`config.mk`:
```
export PLATFORM = sky130hd
export DESIGN_NAME = tick_monitor
export DESIGN_NICKNAME = d
export VERILOG_FILES = /design/src/rtl/tick_pkg.sv /design/src/rtl/tick_interval_counter.sv /design/src/rtl/tick_monitor.sv
export SDC_FILE = /design/constraint.sdc
export NUM_CORES = 1
export LEC_CHECK = 0
export ABC_AREA = 1
export BUFFER_PORTS_ARGS = -buffer_cell sky130_fd_sc_hd__buf_4
export CAP_MARGIN = 15
export CORE_UTILIZATION = 60
export CTS_CLUSTER_DIAMETER = 80
export DETAILED_ROUTE_END_ITERATION = 8
export PLACE_DENSITY = 0.88
export SYNTH_ARGS = -nofsm -noshare
export SYNTH_HDL_FRONTEND = slang
export SYNTH_SLANG_ARGS = --single-unit
```
`constraint.sdc`:
```
create_clock -name cin -period 4.35 [get_ports cin]
set_input_delay 0.6525 -clock cin [delete_from_list [all_inputs] [get_ports cin]]
set_output_delay 0.6525 -clock cin [all_outputs]
set_load 0.01 [all_outputs]
```
`src/rtl/tick_pkg.sv`:
```
// Shared definitions for the tick divider/monitor family: state encodings,
// default timing constants and the flag bundle passed from the interval
// counter to the monitor state machine.
package tick_pkg;

  // Default nominal tick interval and allowed deviation, in clock cycles.
  localparam logic [31:0] DEF_EXPECTED   = 32'd1000000;
  localparam logic [31:0] DEF_TOL        = 32'd16;
  localparam int unsigned DEF_LOCK_COUNT = 4;

  // Monitor state encodings.
  localparam logic [1:0] ST_IDLE    = 2'd0;
  localparam logic [1:0] ST_ACQUIRE = 2'd1;
  localparam logic [1:0] ST_LOCKED  = 2'd2;
  localparam logic [1:0] ST_FAULT   = 2'd3;

  // Per-cycle classification of the interval that would end on this cycle.
  typedef struct packed {
    logic in_window;  // tick interval within [EXPECTED-TOL, EXPECTED+TOL]
    logic early;      // tick interval below EXPECTED-TOL
    logic overdue;    // no tick on the last in-window cycle of this gap
  } interval_flags_t;

  // 8-bit increment that sticks at all-ones.
  function automatic logic [7:0] sat_inc8(input logic [7:0] value);
    return (value == 8'hFF) ? value : value + 8'd1;
  endfunction

endpackage

```
`src/rtl/tick_interval_counter.sv`:
```
// Saturating cycle counter between ticks, plus the window compare that
// classifies each interval and the once-per-gap overdue detector.
module tick_interval_counter
  import tick_pkg::*;
#(
  parameter logic [31:0] EXPECTED = DEF_EXPECTED,
  parameter logic [31:0] TOL      = DEF_TOL
) (
  input  logic            cin,
  input  logic            reset,
  input  logic            i_tick,
  output logic [31:0]     o_interval,
  output interval_flags_t o_flags
);

  localparam logic [31:0] WIN_LO     = EXPECTED - TOL;
  localparam logic [31:0] WIN_HI     = EXPECTED + TOL;
  // Last count value at which a tick still lands inside the window.
  localparam logic [31:0] OVERDUE_AT = WIN_HI - 32'd1;

  logic [31:0] r_cnt;
  logic        r_overdue;

  logic [31:0] w_interval;
  logic        w_overdue;

  // Interval as seen if a tick lands this cycle, and the overdue strobe.
  always_comb begin
    w_interval = (r_cnt == '1) ? r_cnt : r_cnt + 32'd1;
    w_overdue  = !i_tick && (r_cnt == OVERDUE_AT) && !r_overdue;
  end

  // Counter clears on a tick, otherwise counts up and holds at all-ones;
  // the overdue flag suppresses repeat detections until the next tick.
  // NOTE: state registers use non-blocking assignments so every flop samples
  // pre-edge values regardless of block evaluation order.
  always_ff @(posedge cin) begin
    if (reset) begin
      r_cnt     <= '0;
      r_overdue <= 1'b0;
    end else if (i_tick) begin
      r_cnt     <= '0;
      r_overdue <= 1'b0;
    end else begin
      if (r_cnt != '1) r_cnt <= r_cnt + 32'd1;
      if (w_overdue)   r_overdue <= 1'b1;
    end
  end

  // Window classification of the candidate interval.
  always_comb begin
    o_interval        = w_interval;
    o_flags.in_window = (w_interval >= WIN_LO) && (w_interval <= WIN_HI);
    o_flags.early     = (w_interval < WIN_LO);
    o_flags.overdue   = w_overdue;
  end

endmodule

```
`src/rtl/tick_monitor.sv`:
```
// Tick health monitor: measures tick-to-tick intervals, acquires lock after
// a run of in-window intervals, and flags early or missing ticks once locked.
module tick_monitor
  import tick_pkg::*;
#(
  parameter logic [31:0] EXPECTED   = DEF_EXPECTED,
  parameter logic [31:0] TOL        = DEF_TOL,
  parameter int unsigned LOCK_COUNT = DEF_LOCK_COUNT
) (
  input  logic        cin,
  input  logic        reset,
  input  logic        tick_in,
  output logic [31:0] period,
  output logic        locked,
  output logic        fault_early,
  output logic        fault_missing,
  output logic [7:0]  err_count
);

  localparam logic [3:0] LOCK_CNT4 = 4'(LOCK_COUNT);

  logic [31:0]     w_interval;
  interval_flags_t w_flags;

  logic [1:0]  r_state;
  logic [3:0]  r_good_run;
  logic [31:0] r_period;
  logic        r_locked;
  logic        r_fault_early;
  logic        r_fault_missing;
  logic [7:0]  r_err_count;

  logic [1:0]  w_state_nxt;
  logic [3:0]  w_good_run_nxt;
  logic        w_early_pulse;
  logic        w_missing_pulse;
  logic [3:0]  w_good_run_inc;

  tick_interval_counter #(
    .EXPECTED (EXPECTED),
    .TOL      (TOL)
  ) u_counter (
    .cin        (cin),
    .reset      (reset),
    .i_tick     (tick_in),
    .o_interval (w_interval),
    .o_flags    (w_flags)
  );

  // Next-state and fault-pulse decode for the lock state machine.
  // NOTE: every output of this block is given a default first, so no path
  // leaves a variable unassigned and no latch is inferred.
  always_comb begin
    w_state_nxt     = r_state;
    w_good_run_nxt  = r_good_run;
    w_early_pulse   = 1'b0;
    w_missing_pulse = 1'b0;
    w_good_run_inc  = r_good_run + 4'd1;

    case (r_state)
      ST_IDLE: begin
        if (tick_in) begin
          w_state_nxt    = ST_ACQUIRE;
          w_good_run_nxt = '0;
        end
      end

      ST_ACQUIRE: begin
        if (tick_in) begin
          if (w_flags.in_window) begin
            w_good_run_nxt = w_good_run_inc;
            if (w_good_run_inc >= LOCK_CNT4) w_state_nxt = ST_LOCKED;
          end else begin
            w_good_run_nxt = '0;
          end
        end else if (w_flags.overdue) begin
          // A gap that has run past the window breaks the run silently.
          w_good_run_nxt = '0;
        end
      end

      ST_LOCKED: begin
        if (tick_in && w_flags.early) begin
          w_state_nxt   = ST_FAULT;
          w_early_pulse = 1'b1;
        end else if (w_flags.overdue) begin
          w_state_nxt     = ST_FAULT;
          w_missing_pulse = 1'b1;
        end
      end

      ST_FAULT: begin
        if (tick_in) begin
          w_state_nxt    = ST_ACQUIRE;
          w_good_run_nxt = '0;
        end
      end

      default: begin
        w_state_nxt    = ST_IDLE;
        w_good_run_nxt = '0;
      end
    endcase
  end

  // State, run length and registered outputs; reset wins over a coincident tick.
  always_ff @(posedge cin) begin
    if (reset) begin
      r_state         <= ST_IDLE;
      r_good_run      <= '0;
      r_period        <= '0;
      r_locked        <= 1'b0;
      r_fault_early   <= 1'b0;
      r_fault_missing <= 1'b0;
      r_err_count     <= '0;
    end else begin
      r_state         <= w_state_nxt;
      r_good_run      <= w_good_run_nxt;
      r_locked        <= (w_state_nxt == ST_LOCKED);
      r_fault_early   <= w_early_pulse;
      r_fault_missing <= w_missing_pulse;
      // The first tick after reset only starts the measurement.
      if (tick_in && (r_state != ST_IDLE)) r_period <= w_interval;
      if (w_early_pulse || w_missing_pulse) r_err_count <= sat_inc8(r_err_count);
    end
  end

  // Outputs come straight from flops.
  assign period        = r_period;
  assign locked        = r_locked;
  assign fault_early   = r_fault_early;
  assign fault_missing = r_fault_missing;
  assign err_count     = r_err_count;

endmodule

```
==> results.toml <==
[sta]
hold_violations = 0
slew_headroom_pct = 51.10
finalSetupTns_ns = 0
finalSetupViolCount = 0
clock_skew_ns = 0.01545
timing.final.crit_share_pct = 76.22
period_needed_ns = 3.315
maxSlewViolCount = 0
tightest_slew_ns = 0.7289
rsz0062_at_grt = "false"
max_clock_freq_ghz = 0.3016

[power]
p_per_area_mw_per_mm2 = 398.8
ir_worst_vdd_uv = 324.2
p_leak_nw = 2.546

[min_path]
hp-start = "r_good_run[1]"
hold_class = "flop to flop"

[status]
outcome = "complete, no violations"

[clocking]
cts_resized = 0
ctsHoldBuffers = 0
cts_setup_buffers = 0
clk_pin_slew_ns = 0.09
cts_root_buf = "clkbuf_8"
cts_buffer_depth = 2
htreeDepth = 3
clk_latency_ns = 0.36
cts.sinks = 82
cts_inserted_buffers = 9
cts_tree = "built"

[placement]
portBuffers = 45
dpl.cell_count = 844
dpl_cell_area_mm2 = 0.005105
place.gp.congestion = 0.9900
dpl.hpwl_um = 9970

[synth]
synth_area_leaders = "dfxtp_1 35%, nand2_1 14%, nor2_1 8.9%"
yosysUniqueCellTypes = 34
synthCells = 714
avgSynthCellArea_um2 = 6.587
ys_seq_elements = 82
ys_seq_area_share_pct = 34.90
synth_nets = 724
ys.flop_type = "dfxtp_1"
synth_warnings = 0
synth_area_mm2 = 0.004703
synth_top_cell_by_area = "dfxtp_1"
synthArstFlopShare_pct = 0
synth_top_area_share_pct = 34.90
synth_edf_count = 0

[setup_path]
critPathLaunch = "u_counter.r_cnt[0]"
cp_slowest_cell = "dfxtp_1"
worstSetupStartpointType = "flop"
path_max_fanout = 29
cp-end-kind = "flop"
arrival_ns = 3.62
worstReg2RegStart = "u_counter.r_cnt[0]"
criticalPathCategory = "flop to flop"
required_ns = 4.65
critPathMaxStageDelay_ns = 0.54
path_cells = "ha_1 -> inv_2 -> nor2_8 -> nand2_4 -> nor2_8 -> nand2_2 -> nand3_2 -> nand2_1 -> nor2_1 -> nand3_1 -> nor2_2 -> inv_1 -> nor2_1 -> nand3_1 -> nand2_1 -> nand2_1 -> nor2_1"

[floorplanning]
core_mm2 = 0.007408
core.rowCount = 31
die_h_um = 90.54
die_x_um = 90.54
start_util_pct = 63.49
io_pins = 46
dieArea_mm2 = 0.008197

[finish]
final_cell_mix = "181 x nand2_1, 110 x nor2_1, 101 x inv_1"
postLayoutCellArea_mm2 = 0.005316
layout_commonest_cell = "nand2_1"
fin_nets = 766
antennaDiodeCount = 0
fin_cells = 859
drive_above_1_share_pct = 15.79
area_growth_pct = 13.04

[detailed_routing]
ant_nets = 0
routed_wl_um = 12890
drc = 0
drt_iter0_drc = 304
vias = 4633
wire_per_inst_um = 15.01
avgViaCountPerCell = 5.393
dr.pass1.iters = 5

[job]
maxCapViolations = 0

[grt]
grt_pass1_vias = 4334
grt_overflow_total = 0
antenna_found_initial = 0
track_usage_pct = 33.00
grt_pass1_wl_um = 21290
grt_max_degree = 34
final timing paths:
path | end | slack [ns] | depth (start not counted)
max | locked | 1.03 | 17
min | r_good_run[1] | 0.49 | 2
max reg2reg | locked | 1.03 | 17
min reg2reg | r_good_run[1] | 0.49 | 2
where the power goes:
part / switching, mW / internal (mW)
Clock: 0.278 / 0.311
Sequential: 0.0679 / 0.862
Combinational: 0.351 / 0.250
cells by family (layout without fill, tap and decap cells):
kind of cell / Yosys count / in the layout / share of synthesized area, %
DFF: 82 / 82 / 34.90
xor gates and xnor gates: 17 / 17 / 3.565
AOI/OAI and AO/OA: 69 / 69 / 9.072
adders and majority gates: 7 / 7 / 1.862
and+or+nand+nor: 414 / 414 / 40.14
buffers and inverters: 125 / 171 / 10.45
per-layer routing:
layer | GRT usage (%) | vias up | share of wire, %
met5 | 0 | - | 0
met2 | 53.79 | 178 | 46
li1 | - | 2318 | -
met1 | 42.74 | 2102 | 44
met4 | 13.44 | 0 | 3.0
met3 | 6.313 | 35 | 7.0
per-stage QoR:
step / hold slack [ns] / total power [mW] / utilization, % / worst slack, ns
after floorplan: 0.4551 / 1.300 / - / 1.866
after global placement: 0.4724 / 1.503 / 68.91 / 1.233
after detailed placement: 0.4818 / 1.532 / 68.91 / 1.126
after CTS: 0.4944 / 2.117 / 71.76 / 1.057
after global routing: 0.5216 / 2.236 / 71.76 / 0.6885
final: 0.4928 / 2.120 / 71.76 / 1.035
critical path: cells and delay by family (launching register included):
kind                     cells  cell delay [ns]
buffers and inverters        2             0.21
adder cells (fa/ha/maj)      1             0.36
flip-flops                   1             0.54
AND/OR/NAND/NOR             14             2.14
area by class of cell:
class                           instances  area [um2]
Sequential cell                        82        1642
Clock buffer                           12       165.2
Timing Repair Buffer                   47       352.8
Clock inverter                          3       46.29
Inverter                              109       409.1
Fill cell                             611        2092
Tap cell                               99       123.9
Multi-Input combinational cell        507        2577
cell usage after synthesis (5+ instances only):
master	count
a21oi_1	16
a21oi_2	10
clkbuf_1	10
dfxtp_1	82
ha_1	7
inv_1	101
inv_2	7
nand2_1	181
nand2_2	11
nand2_4	5
nand3_1	57
nand3_2	7
nand4_1	14
nor2_1	111
nor2_2	11
o211ai_1	16
o21ai_0	22
xnor2_1	9
xor2_1	7
sequential cells by signal, summed over array words and instances (netlist names):
signal	count
err_count	8
fault_early	1
fault_missing	1
locked	1
period	32
r_good_run	4
r_state	2
u_counter.r_cnt	32
u_counter.r_overdue	1
(Power assumes the default switching activity.)
